`src/rtl/mem_stage.sv`:
```
// Memory stage: R-type write-back, lw/sw data-memory access with
// misalignment detection and a bounded wait for the memory acknowledge.
module mem_stage #(
  parameter int unsigned TIMEOUT_CYC = 16
) (
  input  logic        clk,
  input  logic        rst_n,
  input  logic        in_valid,
  output logic        in_ready,
  input  logic [5:0]  opcode,
  input  logic [31:0] alu_result,
  input  logic        alu_rw,
  input  logic [31:0] store_data,
  input  logic [4:0]  dest_reg,
  output logic        mem_req,
  output logic        mem_we,
  output logic [31:0] mem_addr,
  output logic [31:0] mem_wdata,
  input  logic        mem_ack,
  input  logic [31:0] mem_rdata,
  output logic        wb_valid,
  output logic [4:0]  wb_reg,
  output logic [31:0] wb_data,
  output logic        err_misalign,
  output logic        err_timeout
);

  localparam logic [5:0] OP_R  = 6'b000000;
  localparam logic [5:0] OP_LW = 6'b100011;
  localparam logic [5:0] OP_SW = 6'b101011;
  localparam logic [7:0] LAST  = 8'(TIMEOUT_CYC - 1);

  typedef enum logic [1:0] {
    IDLE,
    ACCESS,
    WB
  } state_e;

  state_e      state_q, state_d;
  logic        we_q, we_d;
  logic [31:0] addr_q, addr_d;
  logic [31:0] wdata_q, wdata_d;
  logic [4:0]  wreg_q, wreg_d;
  logic [31:0] wdat_q, wdat_d;
  logic        mis_q, mis_d;
  logic        to_q, to_d;
  logic [7:0]  cnt_q, cnt_d;

  logic is_r, is_mem, aligned;

  assign is_r    = (opcode == OP_R) && alu_rw;
  assign is_mem  = (opcode == OP_LW) || (opcode == OP_SW);
  assign aligned = (alu_result[1:0] == 2'b00);

  always_comb begin
    state_d = state_q;
    we_d    = we_q;
    addr_d  = addr_q;
    wdata_d = wdata_q;
    wreg_d  = wreg_q;
    wdat_d  = wdat_q;
    cnt_d   = cnt_q;
    mis_d   = 1'b0;
    to_d    = 1'b0;
    unique case (state_q)
      IDLE: begin
        if (in_valid) begin
          unique case (1'b1)
            is_r: begin
              wreg_d  = dest_reg;
              wdat_d  = alu_result;
              state_d = WB;
            end
            is_mem && aligned: begin
              addr_d  = alu_result;
              we_d    = (opcode == OP_SW);
              wreg_d  = dest_reg;
              cnt_d   = 8'd0;
              state_d = ACCESS;
              if (opcode == OP_SW)
                wdata_d = store_data;
            end
            is_mem && !aligned: mis_d = 1'b1;
            default: ;
          endcase
        end
      end
      ACCESS: begin
        if (mem_ack) begin
          if (we_q) begin
            state_d = IDLE;
          end else begin
            wdat_d  = mem_rdata;
            state_d = WB;
          end
        end else begin
          cnt_d = cnt_q + 8'd1;
          // Counter hits TIMEOUT_CYC at this edge: give up.
          if (cnt_q == LAST) begin
            to_d    = 1'b1;
            state_d = IDLE;
          end
        end
      end
      WB:      state_d = IDLE;
      default: state_d = IDLE;
    endcase
  end

  always_ff @(posedge clk or negedge rst_n) begin
    if (!rst_n) begin
      state_q <= IDLE;
      we_q    <= 1'b0;
      addr_q  <= 32'd0;
      wdata_q <= 32'd0;
      wreg_q  <= 5'd0;
      wdat_q  <= 32'd0;
      mis_q   <= 1'b0;
      to_q    <= 1'b0;
      cnt_q   <= 8'd0;
    end else begin
      state_q <= state_d;
      we_q    <= we_d;
      addr_q  <= addr_d;
      wdata_q <= wdata_d;
      wreg_q  <= wreg_d;
      wdat_q  <= wdat_d;
      mis_q   <= mis_d;
      to_q    <= to_d;
      cnt_q   <= cnt_d;
    end
  end

  assign in_ready     = (state_q == IDLE);
  assign mem_req      = (state_q == ACCESS);
  assign mem_we       = we_q;
  assign mem_addr     = addr_q;
  assign mem_wdata    = wdata_q;
  assign wb_valid     = (state_q == WB) && (wreg_q != 5'd0);
  assign wb_reg       = wreg_q;
  assign wb_data      = wdat_q;
  assign err_misalign = mis_q;
  assign err_timeout  = to_q;

endmodule

```
`config.mk`:
```
export PLATFORM = sky130hd
export DESIGN_NAME = mem_stage
export DESIGN_NICKNAME = d
export VERILOG_FILES = /design/src/rtl/mem_stage.sv
export SDC_FILE = /design/constraint.sdc
export NUM_CORES = 1
export LEC_CHECK = 0
export BUFFER_PORTS_ARGS = -buffer_cell sky130_fd_sc_hd__buf_2
export CAP_MARGIN = 5
export CORE_ASPECT_RATIO = 0.5
export CORE_MARGIN = 10
export CORE_UTILIZATION = 45
export CTS_CLUSTER_DIAMETER = 200
export DETAILED_ROUTE_END_ITERATION = 10
export PLACE_DENSITY = 0.78
export SLEW_MARGIN = 15
export SYNTH_ARGS = -nofsm -noshare
export SYNTH_HDL_FRONTEND = slang
export SYNTH_SLANG_ARGS = --single-unit
```
`constraint.sdc`:
```
create_clock -name clk -period 1.95 [get_ports clk]
set_clock_uncertainty 0.05 [all_clocks]
set_input_delay 0.39 -clock clk [delete_from_list [all_inputs] [get_ports clk]]
set_output_delay 0.39 -clock clk [all_outputs]
set_load 0.1 [all_outputs]
```
---- Word-level counts from Yosys, hierarchy flattened ----
Index checks and enable logic that the tools add are counted.
word-level totals
  memory bits (writable) .................. 0
  bits in read-only memories .............. 0
  output and inout bits ................... 107
  flip-flop bits (word level) ............. 114
  bits of input ports ..................... 112
  memories ................................ 0
  bits in latches ......................... 0
operators by class
  magnitude comparators ................... 0
  mux-type cells .......................... 21
  bitwise operators ....................... 0
  add/subtract/negate cells ............... 1
  eq/ne operators ......................... 13
  multiply operators ...................... 0
  divide/modulo/power cells ............... 0
  reductions and logical operators ........ 18
  shifts and indexed selects .............. 0
operators by type and width
  kind                                                                     number
  32-bit two-way mux                                                       4
  32-bit case mux with 2 select lines                                      1
  8-bit two-way mux                                                        3
  8-bit case mux with 2 select lines                                       1
  6-bit == test, second input constant                                     2
  3-bit AND reduction                                                      3
  8-bit by 1-bit adder with 8-bit output, second input constant            1
  8-bit by 4-bit == test with 1-bit output, second input constant          1
  2-bit two-way mux                                                        4
  2-bit case mux with 2 select lines                                       2
  4-bit AND reduction                                                      2
  6-bit zero test                                                          1
  1-bit two-way mux                                                        6
  2-bit by 1-bit inequality test with 1-bit output, second input constant  3
  2-bit inequality test, second input constant                             3
  3-bit by 1-bit inequality test with 1-bit output, second input constant  2
  5-bit AND reduction                                                      1
  5-bit nonzero test                                                       1
  1-bit logical AND                                                        4
  2-bit zero test                                                          2
  2-bit by 1-bit == test with 1-bit output, second input constant          1
  2-bit == test, second input constant                                     1
  2-bit nonzero test                                                       1
  2-bit OR reduction                                                       1
  other kinds (2)                                                          2

---- Logic depth before layout (Yosys ltp) ----
Gate-level depths: netlist of run 1.
  depth after elaboration ................. 6
  gate-level depth with buffers ........... 7
  mapped depth without buffers ............ 4

---- Worst setup path after synthesis of run 1 ----
Ideal clock, no wire load.
  path kind ............................... reg-to-reg
  start point ............................. register state_q[1]
  end point ............................... register wreg_q[2] (netlist: wb_reg[2])
  stages on the path, launching flop included .. 6
  data required time ...................... 1,774 ps
  path slack .............................. -846 ps
  arrival time ............................ 2,621 ps
  buffers on the path ..................... 1
  period minus slack after synthesis ...... 2,796 ps
  cells stage by stage .................... dfrtp_1 -> buf_2 -> nor2_1 -> nand2_1 -> a21oi_2 -> mux2_2
between the ends
  cells in the longest elaborated chain, start to end .. 2
ends and longest elaborated chain
  what                           RTL line  text
  from (decl)                    39        state_e state_q, state_d;
  from (signal assigned)         122       state_q <= state_d;
  2-bit zero test                -
  net in_ready                   9         output logic in_ready,
  3-bit AND reduction (no line)  -
  to (signal assigned)           126       wreg_q <= wreg_d;
  to (decl)                      43        logic [4:0] wreg_q, wreg_d;
The timed path passes the listed nets, and every way through them passes these cells.
A chain may end at the register's enable or synchronous reset.

---- Worst setup path after layout of run 1 ----
  start point ............................. register wreg_q[1] (netlist: wb_reg[1])
  end point ............................... output wb_valid
between the ends
  cells in the longest elaborated chain, start to end .. 2
ends and longest elaborated chain
  what                RTL line  text
  5-bit nonzero test  139       assign wb_valid = (state_q == WB) && (wreg_q != 5'd0);
  1-bit logical AND   139
  to (decl)           21        output logic wb_valid,
No other way between the ends.

==> results of run 1 <==
power by group:
group,total (mW),internal [mW],switching [mW]
sequential,2.72,2.59,0.127
combinational,2.27,0.389,1.88
clock,3.38,2.30,1.08
total,8.37,5.28,3.09
worst max-delay path by stage:
stage,endpoint,cells past startpoint,startpoint,slack (ns)
2_1_floorplan,wb_reg[0],5,state_q[1],0.01
3_3_place_gp,wb_reg[0],5,alu_result[1],0.12
3_5_place_dp,wb_reg[4],5,opcode[0],0.08
4_1_cts,wb_valid,3,wb_reg[1],-0.18
5_1_grt,wb_valid,3,wb_reg[1],-0.21
6_report,wb_valid,3,wb_reg[1],-0.16
stage by stage:
stage	cells	setup WS (ns)
finish	754	-0.159
global route	754	-0.206
CTS	754	-0.179
detailed placement	719	0.0822
global placement	719	0.115
floorplan	361	0.0131
layout make-up:
class / count / area (um2)
fillers: 797 / 3350
clock inverters: 13 / 209
repair buffers: 240 / 1370
well taps: 140 / 175
inverters: 2 / 7.51
clock buffers: 19 / 443
multi-input cells: 226 / 1800
flip-flops and latches: 114 / 2860
what timing repair did:
item,CTS,global route
buffers inserted,2,0
pin swaps,1,0
gates cloned,0,0
hold endpoints to repair,27,0
gates resized for setup,6,0
hold buffers,1,0
setup endpoints to repair,3,1
layer usage:
| layer | GRT usage | vias up | wire length [um] |
|---|---|---|---|
| li1 | - | 1771 | - |
| met1 | 0.169 | 1770 | 4560 |
| met2 | 0.330 | 122 | 7520 |
| met3 | 0.0561 | 35 | 927 |
| met4 | 0.102 | 0 | 462 |
| met5 | 0 | - | 0 |
critical path, delay by kind of cell (launching register included):
family	cells	cell delay [ns]
simple gates	1	0.38
buf+inv	1	0.17
compound gates	1	0.32
flops	1	0.40
kinds of logic after synthesis:
family                     after synthesis  synth area share
muxes                                  100             0.231
DFF                                    114             0.606
AOI/OAI and AO/OA                       51            0.0592
buffers and inverters                   21            0.0220
and+or+nand+nor                         74            0.0794
adders and majority gates                1           0.00266
layout by cell type (no fill, tap or decap), types with 2 or more instances in the layout:
cell,instances
nand2_1,42
mux2_2,66
nand3_1,6
bufinv_16,5
buf_4,17
buf_12,8
buf_2,214
dfrtp_1,110
dfrtp_2,4
o21ai_0,42
and3_1,2
nor2_1,5
o211ai_1,2
mux2i_1,33
inv_1,2
and2_1,2
clkinvlp_4,3
clkinv_4,3
clkinv_2,2
clkbuf_16,17
nor2_4,2
nand4_1,4
==> reports/results.ini, run 1 <==
[cts]
clk-insertion-delay-late_ns = 0.40
clock-sinks = 114
cts_max_level = 4
cts_tree = built
clockRootBuffer = clkbuf_16
clkTransAtPathRegs_ns = 0.06
numCtsBuffers = 17
cts_buffer_depth = 2

[detailed_routing]
drc = 0
dr.pass1.iters = 4
wl_per_cell_um = 17.9
viasPerCell = 4.90
ant_nets = 0
postRouteWirelength_mm = 13.5
via_count = 3698
drt_iter0_markers = 131

[setup_path]
crit-reg2reg-launch = state_q[1]
crit_path_cell_trace = or3_4 -> o311a_4 -> buf_12
crit_type = flop to output pin
critPathSlowestCell = dfrtp_2
reg2reg_to = wb_data[20]
startpoint_type = flop
critPathArrivalTime_ns = 1.67
slowest_delay_ns = 0.40
required_ns = 1.51
cp_max_fo = 2
rr_worst_depth = 7
endpoint_kind = output pin
reg2reg_slack_ns = 0.28

[power_and_ir_drop]
peakVddDrop_uv = 764
power_leakage_nw = 3.71
power_mw = 8.37
power_density_nw_per_um2 = 1220

[logic_synthesis]
syn_inst = 361
synth_cell_type_count = 36
async_flop_share = 1.00
synth_area_leader_cell = dfrtp_1
synth_top_area_share = 0.606
yosys_most_used_dff = dfrtp_1
syn_area_per_cell_um2 = 13.0
synth-edff-count = 0
synth_commonest_cells = 114 x dfrtp_1, 66 x mux2_2, 42 x nand2_1, 42 x o21ai_0, 33 x mux2i_1
ys_seq_area_frac = 0.606
synth.most_common_cell = dfrtp_1
syn-cell-area_um2 = 4710
ys_top_cells_by_area = dfrtp_1 61%, mux2_2 16%, mux2i_1 7.0%, o21ai_0 4.5%, nand2_1 3.3%
syn_nets = 474
ys_warn_count = 0
synth-seq-cells = 114

[final_layout]
post-route-util = 0.672
nets = 714
area_growth_syn_to_layout_pct = 45.7
drive_gt1_frac = 0.572
final_area_um2 = 6860
diodes = 0

[place]
place_hpwl_mm = 10.2
io_buffers = 218
gp_congestion = 0.817
placed_area_um2 = 6160

[run_status]
status = finished with violations
violations = setup timing

[timing]
rsz0062_at_grt = yes
setup_viol_count_final = 1
setup_ws_ns = -0.159
finalSetupTns_ns = -0.159
slew_headroom = 0.652
whs_ns = 0.169
finalHoldViolCount = 0
max_freq_ghz = 0.474
fin_crit_ns = 2.11
worstMarginPinSlew_ns = 0.525
slew_violations = 0
fin_crit_sh = 1.08

[floorplan]
dieArea_um2 = 15200
io_pins = 219
start_util = 0.461
core-area_um2 = 10200
die_w_um = 165
fp-row-count = 26
die_h_um = 92.4

[global_route]
grt_first_pass_wirelength_mm = 21.0
grt_pass1_vias = 4092
antenna_found_initial = 0
grt_max_degree = 66
grt_overflow = 0
grtUsageTotal = 0.177

[min_path]
holdPathStages = 2
min_path_type = primary input to flop
worstHoldStart = store_data[4]
worstHoldEndpoint = mem_wdata[4]

[job]
drv_cap = 0

Note: power is estimated with default switching activity, not from simulation.
==> run 2: changes to the inputs <==
Clock period 1.95 ns to 2 ns, I/O delays scaled along.
==> run 2 against run 1 <==
  * The flow still finishes with violations (setup timing)
  * Via count rose by 0.30%
  * Critical path depth did not move
  * Hold slack improved by 0.0061 ns
  * First-iteration DRC count fell by 21%
  * Non-clock buffer count fell by 1
  * Clock power fell by 6.8%
  * Global-route usage fell by 0.20 points
  * Setup slack improved by 0.032 ns
==> reports/results.ini, run 2 (same netlist as run 1, synthesis figures left out) <==
[final_layout]
mostFrequentLayoutCell = buf_2
drive_gt1_frac = 0.570  ; -0.00140
stdcell_count = 753  ; -0.13%
post-route-util = 0.668  ; -0.00392
area_growth_syn_to_layout_pct = 44.8
n_fill_cell = 803  ; +0.75%
nets = 713  ; -0.14%
mostFrequentLayoutCells = 214 x buf_2, 110 x dfrtp_1, 66 x mux2_2, 42 x nand2_1, 42 x o21ai_0

[detailed_routing]
dr.pass1.iters = 5  ; +1
viasPerCell = 4.93  ; +0.43%
drc = 0  ; unchanged
drt_iter0_markers = 103  ; -21%
postRouteWirelength_mm = 13.5  ; +0.49%
via_count = 3709  ; +0.30%
wl_per_cell_um = 18.0  ; +0.62%
ant_nets = 0  ; unchanged

[setup_path]
crit_path_cell_trace = or3_4 -> o311a_4 -> buf_12
cp.depth = 3  ; unchanged
slowest_delay_ns = 0.40  ; about the same
required_ns = 1.55  ; +0.04 ns
reg2reg_to = wb_data[23]
crit_type = flop to output pin
startpoint = wb_reg[3]
cp_max_fo = 2  ; unchanged
crit_end = wb_valid
endpoint_kind = output pin
critPathArrivalTime_ns = 1.68  ; about the same
critPathSlowestCell = dfrtp_2
rr_worst_depth = 6  ; -1
critical_path_buf_inv_count = 1  ; unchanged
critPathTopFamily = flip-flops
startpoint_type = flop
reg2reg_slack_ns = 0.23  ; -0.05 ns
crit-reg2reg-launch = state_q[1]

[cts]
cts_tree = built
clock-sinks = 114  ; unchanged
numCtsBuffers = 17  ; unchanged
clk-insertion-delay-late_ns = 0.40  ; about the same
cts_max_level = 4  ; unchanged
cts_buffer_depth = 2  ; unchanged
clockRootBuffer = clkbuf_16
clkTransAtPathRegs_ns = 0.05  ; about the same

[timing]
setup_viol_count_final = 1  ; unchanged
worstMarginPinSlew_ns = 0.525  ; -0.000112 ns
fin_crit_sh = 1.06
fin_crit_ns = 2.13
slew_violations = 0  ; unchanged
slew_headroom = 0.652  ; about the same
setup_ws_ns = -0.128  ; +0.0316 ns
whs_ns = 0.175  ; +0.00612 ns
finalHoldViolCount = 0  ; unchanged
rsz0062_at_grt = yes
max_freq_ghz = 0.470

[global_route]
gr-usage-met3 = 0.0517  ; -0.00442
busiest_layer = met2
use_met2 = 0.334  ; +0.00401
antenna_found_initial = 1  ; +1
grt_overflow = 0  ; unchanged
grt_first_pass_wirelength_mm = 20.9  ; -0.40%
grtUsageTotal = 0.175  ; -0.00195
grt_max_degree = 66  ; unchanged
grt_pass1_vias = 4207  ; +2.8%
use_met1 = 0.163  ; -0.00535

[place]
dpl.cell_count = 718  ; -0.14%
place_hpwl_mm = 10.3  ; +0.86%
gp_congestion = 0.832  ; +1.9%
io_buffers = 218  ; unchanged

[floorplan]
dieArea_um2 = 15200  ; unchanged
fp-row-count = 26  ; unchanged
start_util = 0.461  ; unchanged
die_w_um = 165  ; unchanged
core-area_um2 = 10200  ; unchanged
io_pins = 219  ; unchanged
die_h_um = 92.4  ; unchanged

[min_path]
min_path_type = primary input to flop

[run_status]
violations = setup timing
status = finished with violations

[power_and_ir_drop]
peakVddDrop_uv = 738  ; -3.4%
power_leakage_nw = 3.70  ; -0.35%
power_density_nw_per_um2 = 1170  ; -3.7%
power_mw = 8.01  ; -4.3%

[job]
drv_cap = 0  ; unchanged

[run 2: cell count changes in the layout (fill, tap and decap cells not counted)]
| cell | delta |
|---|---|
| diode_2 | +1 |
| buf_4 | -1 |
| bufinv_16 | -1 |
| clkinvlp_4 | -1 |
| clkbuf_8 | +1 |
| clkinv_2 | +3 |
| clkinv_4 | -3 |
[run 2: through the flow]
step	instance area, um2	TNS (ns)	worst slack, ns
2_1_floorplan	4730	0	0.0631
3_3_place_gp	6160	0	0.152
3_5_place_dp	6160	0	0.111
4_1_cts	6820	-0.126	-0.126
5_1_grt	6820	-0.173	-0.173
6_report	6820	-0.128	-0.128
[run 2: worst min path at each step]
stage,start,end,slack (ns),depth (start not counted)
after floorplan,rst_n,cnt_q[0],0.05,0
after global placement,rst_n,mem_addr[11],0.31,1
after detailed placement,rst_n,mem_addr[9],0.31,1
after CTS,store_data[31],mem_wdata[31],0.16,2
after global routing,store_data[4],mem_wdata[4],0.16,2
final,store_data[13],mem_wdata[13],0.17,2
[run 2: report_power, final]
| part | internal [mW] | leakage [nW] | switching, mW |
|---|---|---|---|
| Clock | 2.13 | 0.301 | 1.02 |
| Sequential | 2.52 | 1.54 | 0.124 |
| Combinational | 0.379 | 1.85 | 1.83 |
| Total | 5.03 | 3.70 | 2.97 |
[run 2: routing by layer]
| layer | wire (um) | vias to the layer above |
|---|---|---|
| li1 | - | 1767 |
| met1 | 4640 | 1786 |
| met2 | 7430 | 118 |
| met3 | 919 | 38 |
| met4 | 547 | 0 |
| met5 | 0 | - |
[run 2: final cells by class]
type                    count  area [um2]  area share
diodes                      1        2.50    0.000367
inverters                   2        7.51     0.00110
flip-flops and latches    114        2860       0.419
repair buffers            239        1360       0.200
clock buffers              20         457      0.0669
multi-input cells         226        1800       0.264
well taps                 140         175      0.0257
clock inverters            11         160      0.0235
[run 2: timing repair]
item                                    4_1_cts  5_1_grt
endpoints found under the hold margin        27        0
hold buffers                                  1        0
setup buffers                                 2        0
resized for setup                             5        1
pin swaps                                     2        0
endpoints found under the setup margin        3        1
